$ cat src/rtl/pipe_stage_reg.sv
// pipe_stage_reg: elastic valid/ready stage, 2-entry skid, registered in_ready, flush, saturating stall count (CLK/nRST, flush, in_valid/in_ready/in_data, out_valid/out_ready/out_data, occupancy, stall_cnt)
module pipe_stage_reg #(
  parameter int WIDTH = 32,
  parameter int CNTW = 16
) (
  input  logic             CLK,
  input  logic             nRST,
  input  logic             flush,
  input  logic             in_valid,
  output logic             in_ready,
  input  logic [WIDTH-1:0] in_data,
  output logic             out_valid,
  input  logic             out_ready,
  output logic [WIDTH-1:0] out_data,
  output logic [1:0]       occupancy,
  output logic [CNTW-1:0]  stall_cnt
);
  typedef enum logic [1:0] {EMPTY = 2'd0, ONE = 2'd1, FULL = 2'd2} state_t;
  state_t state, state_nx;
  logic [WIDTH-1:0] main_q, skid_q, main_nx, skid_nx;
  logic in_fire, out_fire;
  assign out_data = main_q;
  always_ff @(posedge CLK or negedge nRST)
    if (!nRST) begin
      state    <= EMPTY;
      in_ready <= 1'b1;
      main_q   <= '0;
      skid_q   <= '0;
    end else begin
      state    <= state_nx;
      in_ready <= state_nx != FULL;
      main_q   <= main_nx;
      skid_q   <= skid_nx;
    end
  always_comb begin
    in_fire  = in_valid && in_ready;
    out_fire = out_valid && out_ready;
    state_nx = flush ? EMPTY :
               state == EMPTY ? (in_fire ? ONE : EMPTY) :
               state == ONE ? (in_fire && !out_fire ? FULL : !in_fire && out_fire ? EMPTY : ONE) :
               (out_fire ? ONE : FULL);
    main_nx  = flush ? '0 :
               (state == EMPTY && in_fire) || (state == ONE && in_fire && out_fire) ? in_data :
               (state == FULL && out_fire) ? skid_q : main_q;
    skid_nx  = flush ? '0 : (state == ONE && in_fire && !out_fire) ? in_data : skid_q;
  end
  always_comb begin
    out_valid = state != EMPTY;
    occupancy = {state == FULL, state == ONE};
  end
  always_ff @(posedge CLK or negedge nRST)
    if (!nRST) stall_cnt <= '0;
    else if (out_valid && !out_ready && stall_cnt != '1) stall_cnt <= stall_cnt + 1'b1;
endmodule

$ cat config.mk
export PLATFORM = sky130hd
export DESIGN_NAME = pipe_stage_reg
export DESIGN_NICKNAME = d
export VERILOG_FILES = /design/src/rtl/pipe_stage_reg.sv
export SDC_FILE = /design/constraint.sdc
export NUM_CORES = 1
export LEC_CHECK = 0
export BUFFER_PORTS_ARGS = -buffer_cell sky130_fd_sc_hd__clkbuf_2
export CORE_MARGIN = 10
export CORE_UTILIZATION = 40
export DETAILED_ROUTE_END_ITERATION = 8
export PLACE_DENSITY = 0.7
export SYNTH_ARGS = -nofsm -noshare
export SYNTH_HDL_FRONTEND = slang
export SYNTH_SLANG_ARGS = --single-unit
$ cat constraint.sdc
create_clock -name CLK -period 2.8 [get_ports CLK]
set_input_delay 0.28 -clock CLK [delete_from_list [all_inputs] [get_ports CLK]]
set_output_delay 0.28 -clock CLK [all_outputs]
set_load 0.05 [all_outputs]
==> results of run 1 <==
[critical path: stages (launching register included)]
cell     delay [ns]
dfrtp_1        0.46
nor2b_1        0.30
o311a_1        0.20
or2_1          0.75
o21ai_0        0.23
[metrics by stage]
step / total power (W) / area [um^2] / cells / worst slack, ns / utilization [%]
6_report: 0.002822 / 4433 / 566 / 0.7053 / 50.10
3_5_place_dp: 0.001984 / 4233 / 550 / 0.6756 / 47.84
5_1_grt: 0.002968 / 4433 / 566 / 0.4890 / 50.10
2_1_floorplan: 0.001783 / 3682 / 369 / 0.6546 / -
3_3_place_gp: 0.001972 / 4233 / 550 / 0.7777 / 47.84
4_1_cts: 0.002868 / 4433 / 566 / 0.6651 / 50.10
[layout make-up]
class	count	area, um^2
clock buffers	9	123.9
clock inverters	7	76.32
fillers	867	4415
inverters	4	15.01
multi-input cells	261	1516
flip-flops and latches	83	2078
well taps	108	135.1
repair buffers	94	488.0
[state kept, by name, indices dropped and copies added (netlist names)]
name	cells
out_data	32
state	2
in_ready	1
stall_cnt	16
skid_q	32
[report_power, final]
group	switching [W]	total, W	internal, W	leakage, nW
combinational	0.000443	0.000598	0.000155	0.951
clock	0.000457	0.000876	0.000418	0.0962
sequential	0.0000719	0.00135	0.00128	1.13
total	0.000972	0.00282	0.00185	2.18
[per-layer routing]
| metal | wire length [um] | global-route usage [%] | up-vias |
|---|---|---|---|
| li1 | - | - | 1406 |
| met1 | 3943 | 16.49 | 1351 |
| met2 | 4170 | 21.50 | 58 |
| met3 | 569 | 4.238 | 9 |
| met4 | 102 | 5.004 | 0 |
| met5 | 0 | 0 | - |
[cell families (layout without fill, tap and decap cells)]
logic type | after synthesis | in the layout | synth area share (%)
and+or+nand+nor | 143 | 143 | 17.77
DFF | 83 | 83 | 56.44
AOI/OAI and AO/OA | 68 | 68 | 9.820
muxes | 35 | 35 | 9.616
buffers and inverters | 25 | 114 | 2.684
xor gates and xnor gates | 14 | 14 | 3.330
adders and majority gates | 1 | 1 | 0.3397
[layout by cell type (no fill, tap or decap), types with 3 or more instances in the layout]
| cell | count |
|---|---|
| o21ai_0 | 31 |
| mux2i_1 | 32 |
| nand3_1 | 3 |
| inv_1 | 4 |
| nor3_1 | 6 |
| nand4_1 | 3 |
| buf_4 | 7 |
| xor2_1 | 13 |
| dfrtp_1 | 82 |
| nor2_1 | 5 |
| nor4_1 | 3 |
| a21oi_1 | 33 |
| nand2_1 | 103 |
| clkbuf_2 | 87 |
| clkbuf_8 | 9 |
| mux2_2 | 3 |
[worst paths after layout]
kind | from | endpoint | slack (ns) | cells past startpoint
max | state[0]$_DFF_PN0_ | out_data[15]$_DFFE_PN0P_ | 0.71 | 4
min | nRST | stall_cnt[9]$_DFFE_PN0P_ | 0.10 | 1
max reg2reg | state[0]$_DFF_PN0_ | out_data[15]$_DFFE_PN0P_ | 0.71 | 4
min reg2reg | out_data[22]$_DFFE_PN0P_ | out_data[22]$_DFFE_PN0P_ | 0.48 | 2
max in group asynchronous | nRST | out_data[11]$_DFFE_PN0P_ | 2.03 | 1
min in group CLK | in_data[30] | skid_q[30]$_DFFE_PN0P_ | 0.15 | 3
==> impl.org, run 1 <==
** Timing
- Setup violations remaining at the end of the flow were counted as 0.
- The count of final max-slew check failures was 0.
- Highest clock rate :: ~0.48 GHz
- Hold_ws :: 0.1031 ns
- For the finished layout, the period the worst path requires is about 2.1 ns.
- Clock skew :: approximately 0.011 ns
- Final hold viol count :: 0
- Least-Margin Pin Slew :: between 1 and 1.5 ns
- Of the available clock period, the critical path in the final layout requires between 70 and 80%.
- Measured against its own limit, the worst slew margin works out to around a quarter.
- Setup repair after global routing missed its margin :: false
- Setup total negative slack on the finished layout was measured at 0 ns.

** Place
- Hpwl dp :: between 6000 and 7000 um
- Gpl congestion :: between 0.7 and 0.8
- Input and output buffers added on the ports amount to between 80 and 90.

** Power
- Power per cell area :: 636.7 nW/um^2
- Standby leakage power :: 2.177 nW
- IR Drop Worst-Case VDD :: ~0.00042 V

** Clock network
- Post-CTS setup buffer count :: 0
- Clock tree from TritonCTS :: built
- Clock tree root driver cell :: clkbuf_8
- After clock tree synthesis, the clock-pin slew on the worst setup and hold paths is around 0.09 ns.
- The number of hold buffers added after CTS was 0.
- Counting along the longest clock path gives a buffer depth of 2.
- The number of gates resized after CTS was 0.
- The later pin in the worst-skew pair is clocked with a latency of between 0.3 and 0.4 ns.
- The clock drives 83 sinks.
- The H-tree was split into 3 levels.
- Inserted Clock Buffers :: 9

** Detailed routing
- In the final routed layout, each cell accounts on average for ~16 um.
- First-pass detailed-route iteration total :: 4
- Via-to-Cell Ratio :: roughly 5
- DRC errors left :: 0
- Antenna viol nets, final :: 0
- Routed WL :: about 8800 um
- Number of DRC violations after detailed-routing iteration 0 :: 88
- Summing over every cut layer, the via total after detailed routing is about 2800.

** Setup path
- Of all nets on the critical path, the largest fanout is 32.
- STA classifies the critical path startpoint as a register.
- The worst setup path is captured at a register.
- The critical path is of the reg -> reg type.
- Worst EP arrival :: around 2.3 ns
- CP Data Required Time :: ~3 ns

** Final layout
- Area growth, synth to finish :: 20.39%
- Ant. Diodes :: 0
- Count of nets after finishing :: slightly below 500
- Cells with a size suffix above 1 make up between 20% and 30% of the layout.

** Synth
- For this run, the register share of the synthesized area comes to around 56%.
- Ranking of synthesized cells by area :: dfrtp_1 (56%), nand2_1 (10%), mux2i_1 (8.7%)
- Net Count, Synth :: 407
- Share of the synthesized area in the top cell type :: 55.73%
- EDFF count, synth :: 0
- Mean cell area of the mapped netlist :: about 10 um^2
- Yosys mapped the design onto 35 distinct sky130hd cell types.
- Of all flip-flops after synthesis, the portion carrying an async set or reset was 100.0%.
- Most frequent cells after synthesis :: nand2_1 (103), dfrtp_1 (82), a21oi_1 (33)
- Dominant cell by count in the synthesized netlist :: nand2_1
- Flops & latches, synth :: 83
- Syn Inst Count :: roughly 370
- After synthesis the cells add up to ~3700 um^2.
- Summed over all instances, the cell type with the most area after synthesis is dfrtp_1.
- The Yosys step of the flow raised 0 warnings.
- Flip-flop cell with the highest count after synthesis :: dfrtp_1

** Global route
- Across every metal layer, demand over resource in global routing totals 13.37%.
- Entering global routing, the biggest net connects 84 pins.
- Initial antenna violation count :: 0
- The number of global-route vias before repair came to 2900.
- First-pass GRT wire length :: around 14000 um
- The total overflow left after global routing is 0.

** Run
- The tool flagged a number of max-cap violations equal to 0.

** Floorplan
- The total area inside the core boundary comes to between 8000 and 9000 um^2.
- For this configuration, the core starts out at a cell density of a little over two fifths.
- The die is approximately 120 um wide.
- The floorplan step defined a die boundary enclosing about 13000 um^2.
- In this run the count of I/O pins placed on the die edge is slightly below 90.
- Total number of placement rows :: 34
- The die is 115.9 um tall.

** Run status
- Outcome :: finished, final reports clean

** Hold path
- The tightest min-delay check is of the in -> async type.
No activity file was read; power rests on OpenSTA's default activity.
==> run 2, diff against run 1 <==
PLACE_DENSITY = 0.72   (was 0.7)
clock period = 1.8 ns   (was 2.8 ns; I/O delays follow)
==> run 2 against run 1 <==
Total power rose by 57%. Clock power increased by 54%. Register-to-register slack worse by 0.61 ns.
==> impl.org, run 2 (synthesis gave the netlist of run 1 again) <==
** Run status
- Outcome :: finished, final reports clean

** Global route
- Maximum number of pins on one net before global-route repair :: 42
- The total overflow left after global routing is 0.
- Initial antenna violation count :: 0
- Met1 Usage GRT :: 17.43%
- Global routing used around 14% of the available tracks across all layers.
- Busiest grt layer :: met2
- For this run, global-route usage on met3 was measured as 3.204%.
- The number of global-route vias before repair is 3050.
- Global routing consumed, on the met2 layer, between 20% and 30% of the routing resources.
- First-pass GRT wire length :: approximately 15000 um

** Power
- Net switching is 33.50% of the power.
- Internal power comes to slightly below 0.003 W.
- Reg power frac :: between 40% and 50%
- Combinational cells account for a little over a fifth of the total power.
- Power spread over the standard cell area amounts to ~960 nW/um^2.
- IR analysis of the VDD net gives a maximum drop of about 0.00047 V.
- The share of total power dissipated in the clock network is 30.5%.
- In this run the power spent charging and discharging nets is approximately 0.0015 W.
- Standby leakage power :: approximately 2.2 nW

** Timing
- Final number of max-transition violations :: 0
- Setup repair after global routing left no endpoint under its margin.
- Least-Margin Pin Slew :: 0.5191 ns
- Timing would allow up to 0.5862 GHz.
- Period Utilization, post-route :: between 90% and 100%
- Slew HR :: between 60% and 70%
- Setup total negative slack :: 0 ns
- Final hold viol count :: 0
- Hold is met by a little over 0.05 ns.
- The clock period could shrink to between 1.5 and 2 ns.
- Clock skew :: between 0.01 and 0.015 ns
- Setup Viol. Count Final :: 0

** Floorplan
- For this configuration, the core starts out at a cell density of 41.61%.
- Area of the die :: roughly 13000 um^2
- Total number of placement rows :: 34
- Die height :: approximately 120 um
- The region available for standard cell placement spans between 8000 and 9000 um^2.
- DIE WIDTH :: roughly 120 um
- Ports placed on the boundary :: 89

** Hold path
- The path class of the tightest hold or removal check is in -> reg.

** Detailed routing
- Dividing the detail-routed wire length by the instance count gives ~16 um.
- Summed over all layers, the routed wires come to between 9000 and 10000 um.
- Via-to-Cell Ratio :: 5.038
- Via count of the routed design :: 2907
- In the routed design, unresolved DRC markers number 0.
- The first detailed-routing pass ran for 4 iterations.
- Number of DRC violations after detailed-routing iteration 0 :: 154
- Antenna viol nets, final :: 0

** Clock network
- The clock passes through at most 2 buffers.
- Reg clk slew, reported paths :: approximately 0.09 ns
- CTS placed an instance of clkbuf_8 at the clock tree root.
- Clock tree from TritonCTS :: built
- Total number of clock tree sinks :: 83
- H-tree levels :: 3
- Clock insertion delay at the later pin of the skew report :: around 0.34 ns
- Post-CTS setup buffer count :: 0
- Inserted Clock Buffers :: 9

** Setup path
- The number of buffers and inverters on the critical path is 0.
- Among cell families on the critical path, the largest total delay comes from compound AO/OA/AOI/OAI gates.
- Slack of the worst reg-to-reg path :: ~0.094 ns
- STA classifies the critical path startpoint as a register.
- Slowest cell on the critical path :: dfrtp_1
- Largest fanout on the critical path :: 32
- Worst EP arrival :: about 2.0 ns
- Kind of critical path :: reg -> reg
- For the worst setup path, the data required time is a little over 2 ns.
- Biggest cell delay along the critical path :: approximately 0.46 ns
- STA classifies the critical path endpoint as a register.
- The signal on the critical path passes through nor2b_1 -> o311a_4 -> or2_4 -> o21ai_0.

** Final layout
- The repair_antennas step left the layout with diodes totalling 0.
- After routing the design area is about 4600 um^2.
- The library cell used most frequently in the layout, excluding fill and tap cells, is nand2_1.
- The library cells used most frequently in the layout, excluding fill and tap cells, are nand2_1 (102), clkbuf_2 (87), dfrtp_1 (66).
- Count of nets after finishing :: about 500
- In the final layout, the share of cells above drive strength 1 is 32.20%.
- Compared with the post-synthesis result, the final layout area differs by 24.50%.

** Place
- Gpl congestion :: around 0.86
- DP Area :: approximately 4400 um^2
- Number of input and output port buffers inserted :: 88
- Hpwl dp :: between 6000 and 7000 um

** Run
- Number of maximum-capacitance violations :: 0
run 2: timing repair:
action	4_1_cts	5_1_grt
hold buffers	1	0
gates resized for setup	0	1
hold endpoints to repair	38	0
endpoints found under the setup margin	0	2
run 2: final cells by class:
cell class | count | area [um^2]
Clock buffer | 12 | 145.1
Tap cell | 108 | 135.1
Inverter | 4 | 15.01
Multi-Input combinational cell | 261 | 1543
Sequential cell | 83 | 2098
Fill cell | 827 | 4264
Timing Repair Buffer | 105 | 598.1
Clock inverter | 4 | 50.05
run 2: worst paths after layout:
path                                     startpoint                       end  depth (start not counted)
min                                      in_data[1]     skid_q[1]$_DFFE_PN0P_                          3
max                              state[0]$_DFF_PN0_   out_data[9]$_DFFE_PN0P_                          4
min in group asynchronous                      nRST     skid_q[3]$_DFFE_PN0P_                          2
max reg2reg                      state[0]$_DFF_PN0_   out_data[9]$_DFFE_PN0P_                          4
max in group asynchronous                      nRST    skid_q[20]$_DFFE_PN0P_                          3
min reg2reg                out_data[20]$_DFFE_PN0P_  out_data[20]$_DFFE_PN0P_                          2
run 2: layer usage:
metal	part of all wire [%]	routed length [um]
met1	44	4040
met2	50	4564
met3	5.3	491
met4	0.98	90
met5	0	0
run 2: worst reg2reg max path: cells and delay by family, from the launching register on:
kind               cells  cell delay (ns)
and+or+nand+nor        2             0.56
DFF                    1             0.46
AOI/OAI and AO/OA      2             0.60
run 2: power by group through the flow:
stage	Clock (W)	Sequential, W	Combinational, W
floorplan	0	0.00249	0.000316
global placement	0	0.00214	0.000964
detailed placement	0	0.00214	0.000982
CTS	0.00138	0.00211	0.000985
global route	0.00146	0.00213	0.00104
finish	0.00135	0.00211	0.000966
run 2: stage by stage:
stage               setup WS (ns)  cells  power (W)  utilization, %
floorplan                -0.05633    369   0.002803               -
global placement           0.1162    560   0.003102           49.43
detailed placement        0.06413    560   0.003126           49.43
CTS                       0.05838    577   0.004477           51.75
global route              0.01761    577   0.004634           51.81
finish                    0.09399    577   0.004420           51.81
==> run 3, diff against run 2 <==
GPL_TIMING_DRIVEN = 0   (was not set)
==> run 3 against run 2 <==
Combinational power rose by 1%. Clock power barely moved. Register-to-register slack worse by 0.02 ns. Final cell count rose by 1.6%. Total power increased by 0.32%. Critical path depth rose by 1. Global-route usage is 0.30 points lower. Worst hold slack got worse by 0.0027 ns. Non-clock buffer count increased by 9. Count of clock-buffer cells in the layout grew 2. Critical path type unchanged.
==> impl.org, run 3 (synthesis gave the netlist of run 1 again) <==
** Timing
- Clock skew :: between 0.01 and 0.015 ns
- Crit path time final :: about 1.7 ns
- Slew HR :: approximately 66%
- Setup Viol. Count Final :: 0
- Setup total negative slack :: 0 ns
- The number of hold violations in the final report came to 0.
- Final number of max-transition violations :: 0
- Period Utilization, post-route :: around 96%
- Static timing analysis puts the maximum clock frequency at 0.5792 GHz.
- Least-Margin Pin Slew :: around 0.51 ns
- Setup repair after global routing could not meet its margin everywhere.

** Detailed routing
- In the routed layout, each cell is associated on average with a via count of ~5.
- Via count of the routed design :: ~2900
- Antenna viol nets, final :: 0
- The detailed router finished its first iteration with 88 violations.
- DRC errors left :: 0
- Average wire per cell in the routed design :: about 15 um
- First-pass detailed-route iteration total :: 4
- The routed design has ~9100 um of wire.

** Global route
- Via count of the first global-routing pass :: slightly above 3000
- Initial antenna violation count :: 0
- The first global-routing pass estimated 14950 um of wire.
- Entering global routing, the biggest net connects 50 pins.
- Remaining global-route overflow :: 0
- Global routing consumed, over all layers together, about 14% of the routing resources.

** Clock network
- Clock-pin slew was measured on the worst setup and hold paths at roughly 0.080 ns.
- At the later pin of the worst-skew pair, clock insertion delay measures about 0.36 ns.
- Inserted Clock Buffers :: 9
- Total number of clock tree sinks :: 83
- In this run the number of H-tree levels came out at 3.
- No sink is reached through more buffers than the 2 on the longest clock path.
- Clock tree from TritonCTS :: built
- The tree is rooted in a clkbuf_8.

** Setup path
- Across all register-to-register paths, the minimum setup slack is ~0.073 ns.
- STA classifies the critical path startpoint as a register.
- Reg-to-reg critical path endpoint :: out_data[4]$_DFFE_PN0P_
- STA puts the critical path data arrival time at around 2 ns.
- The startpoint identified for the worst register-to-register timing path is state[0]$_DFF_PN0_.
- Kind of capture point of the worst setup path :: register
- Largest fanout on the critical path :: 10
- STA puts the critical path data required time at about 2.1 ns.
- Depth of the worst register-to-register path :: 5
- The critical path is of the reg -> reg type.

** Run status
- The run finished with clean final reports.

** Final layout
- Leaving out fill and tap cells, the most frequent cell in the layout is nand2_1.
- The repair_antennas step left the layout with diodes totalling 0.
- Share of layout cells above drive strength 1 :: between 30% and 40%
- In the final layout, flip-flops and latches occupy 2100 um^2.
- Cells fill 52.59% of the core in the end.
- Relative to the synthesized area, the layout overhead comes to 26.37%.
- Highest-count cells in the layout ignoring fill and taps :: nand2_1 (102), clkbuf_2 (90), dfrtp_1 (65)
- Count of nets after finishing :: 511
- Summing all multi-input logic gate instances after layout gives 1560 um^2.
- Fill cell count :: around 800

** Floorplan
- Die height :: around 120 um
- Total number of placement rows :: 34
- The die is 115.9 um wide.
- Ports placed on the boundary :: between 80 and 90
- The die covers 13440 um^2.
- Effective utilization at floorplan :: 41.61%
- CORE AREA :: between 8000 and 9000 um^2

** Hold path
- The worst hold path passes through 3 cells.
- Hold endpoint :: skid_q[3]$_DFFE_PN0P_
- The path class of the tightest hold or removal check is in -> reg.
- The worst hold path begins at in_data[3].

** Place
- Once detailed placement completed, the half-perimeter wirelength came to between 6000 and 7000 um.
- At the end of routability-driven placement, the weighted congestion stood at ~0.78.
- Number of input and output port buffers inserted :: 87

** Power
- Power spread over the standard cell area amounts to approximately 950 nW/um^2.
- Standby leakage power :: 2.241 nW
- The worst-case IR drop observed on VDD is 0.0004310 V.

** Run
- Max-cap violations in this run came to 0.
run 3: changes by cell type in the layout (fill, tap and decap cells not counted), moves of 3 or more:
cell,delta
clkbuf_8,+4
clkbuf_1,+8
clkbuf_2,+3
o21ai_1,+12
o21ai_0,-12
buf_4,-5
run 3: what timing repair did:
| action | in CTS | in global routing |
|---|---|---|
| pin swaps | 2 | 2 |
| cloned | 0 | 0 |
| buffers inserted | 3 | 1 |
| endpoints found under the hold margin | 34 | 0 |
| resized for setup | 2 | 40 |
| setup endpoints to repair | 31 | 64 |
| hold buffers | 1 | 0 |
run 3: worst max-delay path, stage by stage (launching register included):
cell      delay [ns]
dfrtp_2         0.45
nor2b_1         0.18
o311a_4         0.40
or2_4           0.27
clkbuf_8        0.17
o21ai_0         0.17
run 3: layout make-up:
cell class / count / area share, %
sequential: 83 / 45.12
multi-input combinational: 261 / 33.53
timing repair buffer: 93 / 10.86
clock buffer: 14 / 3.496
buffer: 21 / 3.012
tap: 108 / 2.904
clock inverter: 2 / 0.7529
inverter: 4 / 0.3227
run 3: worst max-delay path by stage:
stage	to	depth (start not counted)	slack, ns	from
6_report	out_data[4]$_DFFE_PN0P_	5	0.07	state[0]$_DFF_PN0_
5_1_grt	skid_q[2]$_DFFE_PN0P_	6	-0.05	state[1]$_DFF_PN0_
4_1_cts	out_data[4]$_DFFE_PN0P_	5	0.005	in_ready$_DFF_PN1_
3_5_place_dp	skid_q[6]$_DFFE_PN0P_	6	-0.15	state[1]$_DFF_PN0_
3_3_place_gp	stall_cnt[13]$_DFFE_PN0P_	1	-0.47	nRST
2_1_floorplan	stall_cnt[1]$_DFFE_PN0P_	5	-0.06	stall_cnt[0]$_DFFE_PN0P_
run 3: per-stage QoR:
stage | instances | setup WS [ns] | hold slack [ns] | instance area, um^2 | power, W
floorplan | 369 | -0.05633 | -0.1156 | 3761 | 0.002803
global placement | 564 | -0.4704 | 0.4129 | 4332 | 0.003093
detailed placement | 565 | -0.1473 | 0.2090 | 4362 | 0.003124
CTS | 585 | 0.005389 | 0.03426 | 4598 | 0.004483
global route | 586 | -0.04563 | 0.04937 | 4653 | 0.004662
finish | 586 | 0.07343 | 0.04837 | 4653 | 0.004434
run 3: where the power goes:
part / internal, W / switching (W) / total (W) / leakage (nW)
clock: 0.000718 / 0.000631 / 0.00135 / 0.101
sequential: 0.00200 / 0.000111 / 0.00211 / 1.10
combinational: 0.000273 / 0.000706 / 0.000978 / 1.04
run 3: layer usage:
metal  vias to the layer above  routed length [um]  GRT usage [%]
met5                         -                   0              0
met4                         0                 135          6.005
met3                        10                 576          4.910
met2                        66                4352          22.18
met1                      1402                4004          17.02
li1                       1456                   -              -
